--- config.mk ---
export PLATFORM = sky130hd
export DESIGN_NAME = rob_commit_tracker_flat
export DESIGN_NICKNAME = d
export VERILOG_FILES = /design/src/rtl/rob_commit_tracker_pkg.sv /design/src/rtl/rob_commit_tracker_if.sv /design/src/rtl/rob_commit_tracker_order_queue.sv /design/src/rtl/rob_commit_tracker.sv /design/src/flat_wrapper.sv
export SDC_FILE = /design/constraint.sdc
export NUM_CORES = 1
export LEC_CHECK = 0
export CAP_MARGIN = 20
export CORE_ASPECT_RATIO = 1.25
export CORE_MARGIN = 4
export CORE_UTILIZATION = 40
export CTS_BUF_LIST = sky130_fd_sc_hd__clkbuf_8
export CTS_CLUSTER_DIAMETER = 150
export DETAILED_ROUTE_END_ITERATION = 8
export PLACE_DENSITY = 0.7
export SLEW_MARGIN = 40
export SYNTH_ARGS = -nofsm -noshare
export SYNTH_HDL_FRONTEND = slang
export SYNTH_SLANG_ARGS = --single-unit
export TNS_END_PERCENT = 30
--- constraint.sdc ---
create_clock -name clk -period 3.9 [get_ports clk]
set_input_delay 0.78 -clock clk [delete_from_list [all_inputs] [get_ports clk]]
set_output_delay 0.78 -clock clk [all_outputs]
set_load 0.005 [all_outputs]
--- src/rtl/rob_commit_tracker_pkg.sv ---
// Shared sizing, tag/pointer types for the ROB commit tracker slice.
package rob_pkg;
  localparam int unsigned TAG_W     = 3;
  localparam int unsigned ROB_DEPTH = 1 << TAG_W;
  localparam int unsigned COMMIT_W  = 2;
  localparam int unsigned WB_W      = 2;
  localparam int unsigned CNT_W     = $clog2(COMMIT_W + 1);

  typedef logic [TAG_W-1:0] rob_tag_t;
  typedef logic [TAG_W:0]   rob_ptr_t;
  typedef logic [CNT_W-1:0] rob_cnt_t;
endpackage

--- src/rtl/rob_commit_tracker_if.sv ---
// Allocation, writeback and commit signals between the tag loop and the tracker.
interface rob_commit_tracker_if;
  import rob_pkg::*;

  rob_tag_t                alloc_tag;
  logic                    alloc_valid;
  rob_tag_t [WB_W-1:0]     wb_tag;
  logic [WB_W-1:0]         wb_valid;
  rob_tag_t [COMMIT_W-1:0] commited_tags;
  logic [COMMIT_W-1:0]     commited_tags_valid;
  rob_cnt_t                commit_count;
  rob_ptr_t                occupancy;
  logic                    protocol_err;

  modport master (
    output alloc_tag, alloc_valid, wb_tag, wb_valid,
    input  commited_tags, commited_tags_valid, commit_count, occupancy, protocol_err
  );

  modport slave (
    input  alloc_tag, alloc_valid, wb_tag, wb_valid,
    output commited_tags, commited_tags_valid, commit_count, occupancy, protocol_err
  );
endinterface

--- src/rtl/rob_commit_tracker_order_queue.sv ---
// Program-order tag queue: one push and up to COMMIT_W pops per cycle.
module rob_order_queue
  import rob_pkg::*;
(
  input  logic                    clk,
  input  logic                    reset,
  input  logic                    push,
  input  rob_tag_t                push_tag,
  input  rob_cnt_t                pop_count,
  output rob_tag_t [COMMIT_W-1:0] oldest,
  output rob_ptr_t                occupancy,
  output logic                    full
);
  rob_tag_t mem [ROB_DEPTH];
  rob_ptr_t head;
  rob_ptr_t tail;

  assign occupancy = tail - head;
  assign full      = (head[TAG_W-1:0] == tail[TAG_W-1:0]) && (head[TAG_W] != tail[TAG_W]);

  always_ff @(posedge clk) begin
    if (reset) begin
      head <= '0;
      tail <= '0;
    end else begin
      if (push && !full) begin
        tail <= tail + rob_ptr_t'(1);
      end
      head <= head + rob_ptr_t'(pop_count);
    end
  end

  // Storage needs no reset: entries are only read below the occupancy bound.
  always_ff @(posedge clk) begin
    if (!reset && push && !full) begin
      mem[tail[TAG_W-1:0]] <= push_tag;
    end
  end

  always_comb begin
    rob_ptr_t idx;
    idx    = '0;
    oldest = '0;
    for (int unsigned k = 0; k < COMMIT_W; k++) begin
      idx       = head + rob_ptr_t'(k);
      oldest[k] = mem[idx[TAG_W-1:0]];
    end
  end
endmodule

--- src/rtl/rob_commit_tracker.sv ---
// In-order retirement of ROB tags: tracks done/inflight per tag, retires oldest done prefix.
module rob_commit_tracker
  import rob_pkg::*;
(
  input  logic                 clk,
  input  logic                 reset,
  rob_commit_tracker_if.slave  bus
);
  logic [ROB_DEPTH-1:0]    done;
  logic [ROB_DEPTH-1:0]    inflight;
  logic [ROB_DEPTH-1:0]    done_nxt;
  logic [ROB_DEPTH-1:0]    inflight_nxt;
  logic                    err_nxt;
  logic                    err_q;
  rob_tag_t [COMMIT_W-1:0] oldest;
  rob_tag_t [COMMIT_W-1:0] ret_tags;
  logic [COMMIT_W-1:0]     ret_valid;
  rob_cnt_t                ret_count;
  rob_ptr_t                occ;
  logic                    full;

  rob_order_queue u_queue (
    .clk       (clk),
    .reset     (reset),
    .push      (bus.alloc_valid),
    .push_tag  (bus.alloc_tag),
    .pop_count (ret_count),
    .oldest    (oldest),
    .occupancy (occ),
    .full      (full)
  );

  // A slot retires only while every older slot also retires.
  always_comb begin
    logic run;
    run       = 1'b1;
    ret_valid = '0;
    ret_tags  = '0;
    ret_count = '0;
    for (int unsigned k = 0; k < COMMIT_W; k++) begin
      if (run && (rob_ptr_t'(k) < occ) && done[oldest[k]]) begin
        ret_valid[k] = 1'b1;
        ret_tags[k]  = oldest[k];
        ret_count    = ret_count + rob_cnt_t'(1);
      end else begin
        run = 1'b0;
      end
    end
  end

  always_comb begin
    done_nxt     = done;
    inflight_nxt = inflight;
    err_nxt      = 1'b0;
    for (int unsigned k = 0; k < COMMIT_W; k++) begin
      if (ret_valid[k]) begin
        done_nxt[ret_tags[k]]     = 1'b0;
        inflight_nxt[ret_tags[k]] = 1'b0;
      end
    end
    if (bus.alloc_valid) begin
      if (full) begin
        err_nxt = 1'b1;
      end else begin
        if (inflight[bus.alloc_tag]) err_nxt = 1'b1;
        inflight_nxt[bus.alloc_tag] = 1'b1;
        done_nxt[bus.alloc_tag]     = 1'b0;
      end
    end
    for (int unsigned i = 0; i < WB_W; i++) begin
      if (bus.wb_valid[i]) begin
        if (inflight[bus.wb_tag[i]]) done_nxt[bus.wb_tag[i]] = 1'b1;
        else                         err_nxt = 1'b1;
      end
    end
  end

  always_ff @(posedge clk) begin
    if (reset) begin
      done     <= '0;
      inflight <= '0;
      err_q    <= 1'b0;
    end else begin
      done     <= done_nxt;
      inflight <= inflight_nxt;
      err_q    <= err_q | err_nxt;
    end
  end

  assign bus.commited_tags       = ret_tags;
  assign bus.commited_tags_valid = ret_valid;
  assign bus.commit_count        = ret_count;
  assign bus.occupancy           = occ;
  assign bus.protocol_err        = err_q;
endmodule

--- src/flat_wrapper.sv ---
// flat-port wrapper written by rule: the top's interface ports become plain ports
module rob_commit_tracker_flat import rob_pkg::*;
  (clk, reset, bus_alloc_tag, bus_alloc_valid, bus_wb_tag, bus_wb_valid, bus_commited_tags, bus_commited_tags_valid, bus_commit_count, bus_occupancy, bus_protocol_err);
  rob_commit_tracker_if bus_i ();
  input  logic clk;
  input  logic reset;
  input wire logic [$bits(bus_i.alloc_tag)-1:0] bus_alloc_tag;
  input wire logic [$bits(bus_i.alloc_valid)-1:0] bus_alloc_valid;
  input wire logic [$bits(bus_i.wb_tag)-1:0] bus_wb_tag;
  input wire logic [$bits(bus_i.wb_valid)-1:0] bus_wb_valid;
  output wire logic [$bits(bus_i.commited_tags)-1:0] bus_commited_tags;
  output wire logic [$bits(bus_i.commited_tags_valid)-1:0] bus_commited_tags_valid;
  output wire logic [$bits(bus_i.commit_count)-1:0] bus_commit_count;
  output wire logic [$bits(bus_i.occupancy)-1:0] bus_occupancy;
  output wire logic [$bits(bus_i.protocol_err)-1:0] bus_protocol_err;
  assign bus_i.alloc_tag = bus_alloc_tag;
  assign bus_i.alloc_valid = bus_alloc_valid;
  assign bus_i.wb_tag = bus_wb_tag;
  assign bus_i.wb_valid = bus_wb_valid;
  assign bus_commited_tags = bus_i.commited_tags;
  assign bus_commited_tags_valid = bus_i.commited_tags_valid;
  assign bus_commit_count = bus_i.commit_count;
  assign bus_occupancy = bus_i.occupancy;
  assign bus_protocol_err = bus_i.protocol_err;
  rob_commit_tracker u_core (.clk(clk), .reset(reset), .bus(bus_i));
endmodule
==> impl_metrics.json, run 1 <==
{
  "overflow": 0,
  "vias_per_cell": 5.78,
  "rsz0062_at_grt": "true",
  "syn_inst": 277,
  "ys_top_cells_by_area": "edfxtp_1 (24%), dfxtp_1 (17%), mux4_2 (12%)",
  "worstPathCellList": "inv_1, ha_2, inv_1, fa_2, xor2_2, a211oi_2, buf_4, nor2_1, o211ai_1, and2_4, nor2_2, buf_4, clkdlybuf4s50_1",
  "synth_area_leader_cell": "edfxtp_1",
  "critPathBufInv": 5,
  "synth-edff-count": 24,
  "numPlacedInstances": 406,
  "hp-class": "flip-flop to flip-flop",
  "numPortBuffers": 28,
  "ctsHoldBuffers": 0,
  "end_kind": "primary output",
  "drv_cap": 0,
  "relSlewSlack_pct": 50.4,
  "cts_tree": "yes",
  "coreArea_mm2": 0.00736,
  "period_needed_ps": 3800,
  "syn_to_final_growth_pct": 26.5,
  "ys_top_cells_by_count": "nor2_1 (26), dfxtp_1 (25), edfxtp_1 (24)",
  "fin_crit_sh_pct": 97.3,
  "drc": 0,
  "htreeDepth": 2,
  "die_h_um": 105,
  "fin_skew_ps": 9.13,
  "clock_latency_ps": 300,
  "power_density_mw_per_mm2": 318,
  "start_kind": "flip-flop",
  "cts_buffer_depth": 2,
  "numCtsBuffers": 5,
  "fmax_mhz": 263,
  "cts_root_buf": "clkbuf_8",
  "slew_violations": 0,
  "ys_ff_latch": 49,
  "grt_pass1_wl_um": 12500,
  "start_util_pct": 40.9,
  "yosysWarnings": 0,
  "grt_max_degree": 28,
  "tightest_slew_ps": 742,
  "finalNonFillerCells": 425,
  "gp_congestion": 0.878,
  "avgSynthCellArea_um2": 10.9,
  "synth_top_area_share_pct": 23.9,
  "wl_um": 7860,
  "drive_gt1_share_pct": 23.7,
  "fin_ws_ps": 104,
  "finalHoldWorstSlack_ps": 523,
  "num_io_pins": 29,
  "cts_sinks": 49,
  "seq_area_frac_synth_pct": 40.5,
  "setup_viol": 0,
  "synthDistinctLibCells": 49,
  "pre_cts_ws_ps": 24.2,
  "synthArstFlopShare_pct": 0,
  "max_stage_delay_ps": 490,
  "die_x_um": 85.6,
  "arrival_ps": 3020,
  "first_pass_iters": 4,
  "p_leak_nw": 1.33,
  "required_ps": 3120,
  "dieArea_mm2": 0.00899,
  "syn-cell-area_mm2": 0.00301,
  "crit_family": "buffers and inverters",
  "clkSlewWorstSetupHoldPaths_ps": 90,
  "drt_iter0_markers": 298,
  "routed-via-count": 2456,
  "critPathMaxFanout": 4,
  "hold_viol_final": 0,
  "status": "finished clean",
  "hpwl_um": 5890,
  "vdd_drop_max_v": 0.000170,
  "antenna_found_initial": 0,
  "diodes": 0,
  "wl_per_cell_um": 18.5,
  "path_class": "flip-flop to primary output",
  "rows": 35,
  "syn-num-nets": 301,
  "nNetsFinal": 356,
  "critPathSlowestCell": "clkdlybuf4s50_1",
  "yosysMostFrequentCell": "nor2_1",
  "grt_pass1_vias": 2443,
  "ant_nets": 0,
  "synth_flop_cell": "dfxtp_1",
  "grt_usage_pct": 17.9
}
logic make-up (layout without fill, tap and decap cells):
| family | after synthesis | after routing | synth area share [%] |
|---|---|---|---|
| and+or+nand+nor | 93 | 93 | 15.4 |
| AOI/OAI and AO/OA | 56 | 56 | 13.4 |
| buffers and inverters | 24 | 80 | 3.57 |
| adders and majority gates | 10 | 10 | 4.65 |
| DFF | 49 | 49 | 40.5 |
| muxes | 37 | 37 | 19.8 |
| xor gates and xnor gates | 8 | 8 | 2.58 |
sequential cells by signal (all words and copies together), names as in the netlist:
name and count:
u_core.u_queue.mem 24, u_core.inflight 8, u_core.u_queue.head 4, u_core.done 8
u_core.u_queue.tail 4, u_core.bus.protocol_err 1
path summary, 6_finish.rpt:
path | endpoint | slack (ps) | cells past startpoint | startpoint
worst min register to register | u_core.inflight[6] | 520 | 2 | u_core.inflight[6]
worst max-delay path | bus_commited_tags_valid[1] | 100 | 13 | u_core.u_queue.tail[0]
worst max register to register | u_core.u_queue.head[2] | 460 | 14 | u_core.u_queue.head[0]
worst min-delay path | u_core.inflight[6] | 520 | 2 | u_core.inflight[6]
repair_timing:
| item | in CTS | in global routing |
|---|---|---|
| pin swaps | 4 | 5 |
| gates resized for setup | 20 | 11 |
| buffers inserted | 5 | 6 |
| setup endpoints to repair | 8 | 9 |
final cells by class:
type / count / area (µm²)
Clock inverter: 3 / 16.3
Tap cell: 92 / 115
Sequential cell: 49 / 1230
Inverter: 11 / 41.3
Timing Repair Buffer: 61 / 547
Clock buffer: 5 / 68.8
Multi-Input combinational cell: 204 / 1790
Fill cell: 659 / 3550
where the power goes:
group	switching (mW)	internal, mW
sequential	0.0140	0.551
clock	0.175	0.125
combinational	0.169	0.176
total	0.358	0.852
cells in the final DEF (no fill, tap or decap), types with 3 or more instances in the layout:
cell / synthesis / layout
nor3_1: 9 / 9
nand3_1: 4 / 4
nor2b_1: 8 / 8
dfxtp_1: 25 / 23
mux4_2: 16 / 16
mux2i_1: 18 / 15
a21oi_1: 6 / 5
and2_1: 6 / 5
edfxtp_1: 24 / 24
nand2b_1: 5 / 5
ha_4: 0 / 3
inv_1: 11 / 10
a31oi_1: 9 / 9
xor2_1: 4 / 3
o21ai_0: 6 / 6
xnor2_1: 3 / 3
a32o_1: 3 / 3
nor2_1: 26 / 25
o22ai_1: 9 / 9
clkdlybuf4s50_1: 0 / 25
ha_1: 8 / 3
mux2i_4: 2 / 3
nand2_1: 20 / 20
or3_1: 5 / 4
a32oi_1: 5 / 5
buf_4: 0 / 29
clkbuf_8: 0 / 5
o211ai_1: 6 / 6
buf_6: 2 / 3
through the flow:
| step | setup TNS (ps) | power [mW] | instance area (µm²) | utilization, % |
|---|---|---|---|---|
| 3_5_place_dp | 0 | 0.875 | 3510 | 47.7 |
| 3_3_place_gp | 0 | 0.870 | 3510 | 47.7 |
| 4_1_cts | 0 | 1.19 | 3710 | 50.5 |
| 6_report | 0 | 1.21 | 3810 | 51.8 |
| 5_1_grt | -101 | 1.27 | 3810 | 51.8 |
| 2_1_floorplan | 0 | 0.746 | 3010 | - |
routing by layer:
metal  GRT usage (%)  part of all wire, %  wire length, µm
met5               0                    0                0
met3            3.71                  7.1              557
met1            22.1                   40             3150
met4            7.24                  2.1              169
met2            30.0                   51             3980
worst register-to-register path, delay by kind of cell, from the launching register on:
kind | cells | cell delay, ps
AOI/OAI and AO/OA | 1 | 260
xor gates and xnor gates | 1 | 130
adders and majority gates | 3 | 850
buffers and inverters | 3 | 310
DFF | 1 | 400
muxes | 3 | 1080
and+or+nand+nor | 3 | 310
Power figures use the tool's default switching activity.
==> inputs of run 2 (changes only) <==
CTS_BUF_LIST = sky130_fd_sc_hd__clkbuf_2   (was sky130_fd_sc_hd__clkbuf_8)
==> run 2 against run 1 <==
  * Critical path depth is 3 lower
  * Cell area shrank 0.26%
  * Via count is 1.5% higher
  * Non-clock buffer count grew 1
  * Worst hold slack better by 19 ps
  * Die area stayed put
  * Combinational power about the same
  * Clock-buffer cell count unchanged
  * Power is 6.9% lower
  * Sequential power hardly changed
  * Largest cell class unchanged
  * Largest power group unchanged
==> impl_metrics.json, run 2 (synthesis results as in run 1) <==
{
  "hold_viol_final": 0,
  "p_total_mw": 1.13,
  "hpwl_um": 5890,
  "ant_nets": 0,
  "required_ps": 3120,
  "rows": 35,
  "numPlacedInstances": 406,
  "drt_iter0_markers": 387,
  "cts_root_buf": "clkbuf_2",
  "arrival_ps": 3050,
  "start_kind": "flip-flop",
  "grt_max_degree": 28,
  "p_leak_nw": 1.36,
  "hp-class": "flip-flop to flip-flop",
  "cts_tree": "yes",
  "drive_gt1_share_pct": 25.4,
  "slew_violations": 0,
  "die_x_um": 85.6,
  "die_h_um": 105,
  "wl_per_cell_um": 18.2,
  "num_io_pins": 29,
  "grt_usage_pct": 17.9,
  "cts_buffer_depth": 2,
  "cts_sinks": 49,
  "worstHoldEndpoint": "u_core.inflight[6]",
  "rsz0062_at_grt": "true",
  "fin_skew_ps": 31.9,
  "p_int_mw": 0.771,
  "reg2reg_depth": 16,
  "drv_cap": 0,
  "numPortBuffers": 28,
  "final_cell_mix": "buf_4 (31), nor2_1 (25), edfxtp_1 (24)",
  "path_class": "flip-flop to primary output",
  "combPwrFrac_pct": 30.8,
  "htreeDepth": 2,
  "first_pass_iters": 7,
  "final_util_pct": 51.6,
  "power_density_mw_per_mm2": 296,
  "period_needed_ps": 3830,
  "fin_crit_sh_pct": 98.3,
  "antenna_found_initial": 1,
  "fmax_mhz": 261,
  "hold_path_depth": 2,
  "largest_reg_flops": 24,
  "reg2reg_from": "u_core.u_queue.head[1]",
  "worstHoldStart": "u_core.inflight[6]",
  "wl_um": 7760,
  "final_common_cell": "buf_4",
  "start_util_pct": 40.9,
  "switching_share_pct": 31.5,
  "syn_to_final_growth_pct": 26.1,
  "rr_endpoint": "u_core.u_queue.head[3]",
  "grt_pass1_vias": 2439,
  "fin_ws_ps": 65.4,
  "end_kind": "primary output",
  "tightest_slew_ps": 759,
  "power.share.clock_pct": 18.9,
  "setup_viol": 0,
  "vias_per_cell": 5.84,
  "switchingPower_mw": 0.355,
  "relSlewSlack_pct": 49.3,
  "drc": 0,
  "p_seq_share_pct": 50.3,
  "nNetsFinal": 357,
  "routed-via-count": 2494,
  "finalNonFillerCells": 427,
  "vdd_drop_max_v": 0.000121,
  "coreArea_mm2": 0.00736,
  "numCtsBuffers": 5,
  "dieArea_mm2": 0.00899,
  "r2r_setup_slack_ps": 440,
  "clock_latency_ps": 440,
  "grt_pass1_wl_um": 12500,
  "gp_congestion": 0.878,
  "overflow": 0,
  "status": "finished clean",
  "pre_cts_ws_ps": 24.2,
  "setup_tns_ps": 0,
  "critPathMaxFanout": 5,
  "clkSlewWorstSetupHoldPaths_ps": 270
}
[run 2: changes by cell type in the layout (fill, tap and decap cells not counted), sizes merged]
cell and delta:
clkdlybuf4s15 +1, dlymetal6s2s +1, dlygate4sd2 +2, diode +1, clkdlybuf4s50 -6, buf +3
[run 2: stage by stage]
step / instance area [µm²] / hold slack [ps]
2_1_floorplan: 3010 / 456
3_3_place_gp: 3510 / 509
3_5_place_dp: 3510 / 505
4_1_cts: 3690 / 535
5_1_grt: 3800 / 591
6_report: 3800 / 542
[run 2: what timing repair did]
action | CTS | global route
resized for setup | 29 | 18
buffers inserted | 7 | 5
gates cloned | 0 | 0
hold buffers | 0 | 0
setup endpoints to repair | 10 | 10
pin swaps | 5 | 4
[run 2: layout make-up]
cell class                 count  area [µm²]
tap                           92         115
sequential                    49        1230
inverter                      11        41.3
fill                         659        3560
multi-input combinational    204        1810
antenna                        1        2.50
clock inverter                 3        16.3
clock buffer                   5        25.0
timing repair buffer          62         553
[run 2: power by group through the flow]
stage / clock (mW) / sequential (mW) / combinational, mW
after global placement: 0 / 0.575 / 0.295
final: 0.212 / 0.567 / 0.347
after detailed placement: 0 / 0.575 / 0.300
after global routing: 0.233 / 0.569 / 0.377
after floorplan: 0 / 0.572 / 0.175
after CTS: 0.214 / 0.566 / 0.324
[run 2: how the worst max path moves through the flow]
stage | startpoint | end | slack (ps) | depth (start not counted)
2_1_floorplan | u_core.u_queue.head[2] | u_core.u_queue.head[2] | 160 | 16
3_3_place_gp | u_core.u_queue.head[1] | bus_commit_count[0] | 150 | 11
3_5_place_dp | u_core.u_queue.head[0] | bus_commit_count[0] | 20 | 10
4_1_cts | u_core.u_queue.head[1] | bus_commit_count[0] | -110 | 11
5_1_grt | u_core.u_queue.head[1] | bus_commited_tags[5] | -120 | 10
6_report | u_core.u_queue.head[1] | bus_commited_tags[5] | 70 | 10
[run 2: layer usage]
| layer | track usage, % | part of all wire [%] | wire length [µm] |
|---|---|---|---|
| met1 | 22.3 | 41 | 3170 |
| met2 | 30.2 | 50 | 3890 |
| met3 | 3.08 | 6.8 | 531 |
| met4 | 7.13 | 2.3 | 178 |
| met5 | 0 | 0 | 0 |
[run 2: worst max-delay path, stage by stage, from the launching register on]
cell	delay [ps]
dfxtp_4	450
buf_6	130
mux4_2	530
mux2i_4	270
mux2i_1	270
mux2i_2	130
a32oi_4	270
buf_4	170
buf_6	90
nor2_1	40
dlygate4sd2_1	250
==> inputs of run 3 (changes only) <==
CORE_ASPECT_RATIO = 1.2   (was 1.25)
CTS_BUF_LIST = sky130_fd_sc_hd__clkbuf_8 sky130_fd_sc_hd__clkbuf_16   (was sky130_fd_sc_hd__clkbuf_2)
==> run 3 against run 2 <==
  * Clock power up 39%
  * Die area about the same
  * Combinational power down 5%
  * Global-route usage up 0.28 points
  * Sequential share of layout area down 0.065 points
  * Sequential power about the same
  * Largest power group unchanged
  * Worst hold slack worse by 7.7 ps
  * Power up 5.5%
  * Worst setup slack worse by 12 ps
  * Largest cell class unchanged
  * Flip-flop and latch count unchanged
  * Non-clock buffer count down 2
  * Cell area about the same
==> impl_metrics.json, run 3 (synthesis results as in run 1) <==
{
  "fin_ws_ps": 53.3,
  "combPwrFrac_pct": 27.9,
  "numCtsBuffers": 5,
  "end_kind": "primary output",
  "clock_latency_ps": 310,
  "largest_reg_flops": 24,
  "dieArea_mm2": 0.00899,
  "num_io_pins": 29,
  "final_util_pct": 52.3,
  "required_ps": 3120,
  "cts_root_buf": "clkbuf_8",
  "antenna_found_initial": 0,
  "relSlewSlack_pct": 53.1,
  "finalNonFillerCells": 422,
  "placed_area_mm2": 0.00347,
  "multi_input_area_mm2": 0.00177,
  "final_common_cell": "buf_4",
  "switching_share_pct": 29.2,
  "grt_pass1_wl_um": 12400,
  "fillers": 626,
  "power_density_mw_per_mm2": 313,
  "hp-class": "flip-flop to flip-flop",
  "syn_to_final_growth_pct": 26.3,
  "critPathMaxFanout": 14,
  "wl_per_cell_um": 18.2,
  "die_h_um": 103,
  "routed-via-count": 2480,
  "hold_viol_final": 0,
  "nNetsFinal": 355,
  "regArea_mm2": 0.00123,
  "cts_sinks": 49,
  "period_needed_ps": 3850,
  "drive_gt1_share_pct": 22.9,
  "setup_tns_ps": 0,
  "grt_max_degree": 21,
  "fmax_mhz": 260,
  "numPlacedInstances": 400,
  "path_class": "flip-flop to primary output",
  "rows": 34,
  "power.share.clock_pct": 24.7,
  "p_leak_nw": 1.41,
  "ctsHoldBuffers": 0,
  "drv_cap": 0,
  "hpwl_um": 5810,
  "drc": 0,
  "htreeDepth": 2,
  "status": "finished clean",
  "p_seq_share_pct": 47.4,
  "setup_viol": 0,
  "gp_congestion": 0.882,
  "grt_usage_pct": 18.1,
  "vdd_drop_max_v": 0.000161,
  "start_kind": "flip-flop",
  "ant_nets": 0,
  "clkSlewWorstSetupHoldPaths_ps": 90,
  "wl_um": 7690,
  "start_util_pct": 41.4,
  "drt_iter0_markers": 169,
  "p_int_mw": 0.841,
  "pre_cts_ws_ps": 60.3,
  "tightest_slew_ps": 701,
  "diodes": 0,
  "rsz0062_at_grt": "true",
  "numPortBuffers": 28,
  "grt_pass1_vias": 2400,
  "final_area_mm2": 0.00380,
  "fin_crit_sh_pct": 98.6,
  "cts_buffer_depth": 2,
  "fin_skew_ps": 11.2,
  "first_pass_iters": 4,
  "arrival_ps": 3070,
  "cts_tree": "yes",
  "switchingPower_mw": 0.347,
  "final_cell_mix": "buf_4 (27), nor2_1 (25), edfxtp_1 (24)",
  "slew_violations": 0,
  "die_x_um": 87.2,
  "p_total_mw": 1.19,
  "coreArea_mm2": 0.00727,
  "finalHoldWorstSlack_ps": 535,
  "overflow": 0,
  "vias_per_cell": 5.88
}
[run 3: cell types whose count changed in the layout (fill, tap and decap cells not counted), moves of 2 or more]
| cell | previous run | this run |
|---|---|---|
| buf_4 | 31 | 27 |
| buf_6 | 4 | 2 |
| clkbuf_2 | 5 | 1 |
| clkbuf_8 | 0 | 5 |
| clkdlybuf4s50_1 | 19 | 22 |
| clkinv_1 | 2 | 0 |
| dlygate4sd2_1 | 4 | 0 |
| dlymetal6s2s_1 | 2 | 5 |
| inv_1 | 9 | 12 |
| inv_2 | 2 | 0 |
| mux2i_1 | 15 | 17 |
[run 3: final timing paths]
check / from / endpoint / slack, ps / cells after the start
setup / recovery: u_core.u_queue.head[1] / bus_commited_tags[3] / 50 / 10
hold / removal: u_core.inflight[5] / u_core.inflight[5] / 530 / 2
setup reg to reg: u_core.u_queue.head[2] / u_core.u_queue.head[3] / 370 / 17
hold reg to reg: u_core.inflight[5] / u_core.inflight[5] / 530 / 2
[run 3: timing repair]
item,4_1_cts,5_1_grt
pin swaps,4,6
setup endpoints to repair,8,9
buffers inserted,5,9
resized for setup,22,13
[run 3: power by group through the flow]
stage,sequential [mW],clock (mW),combinational (mW)
2_1_floorplan,0.572,0,0.175
3_3_place_gp,0.573,0,0.280
3_5_place_dp,0.574,0,0.285
4_1_cts,0.564,0.300,0.318
5_1_grt,0.566,0.319,0.358
6_report,0.564,0.294,0.331
[run 3: metal layers]
metal	track usage (%)	wire length [µm]
met5	0	0
met4	6.49	131
met3	2.56	539
met2	30.4	3800
met1	24.0	3220
[run 3: final cells by class]
cell class,instances,share of cell area [%]
tap,90,2.96
clock inverter,3,0.395
clock buffer,5,1.81
inverter,11,1.15
sequential,49,32.3
multi-input combinational,204,46.5
timing repair buffer,60,14.8
[run 3: critical path, cell delays in order (launching register included)]
cell             delay (ps)
dfxtp_4                 400
buf_8                   130
mux4_2                  520
mux2i_4                 190
buf_12                  150
mux2i_1                  70
mux2i_1                 220
a32oi_2                 130
buf_6                   190
nor3_2                  200
clkdlybuf4s50_1         540
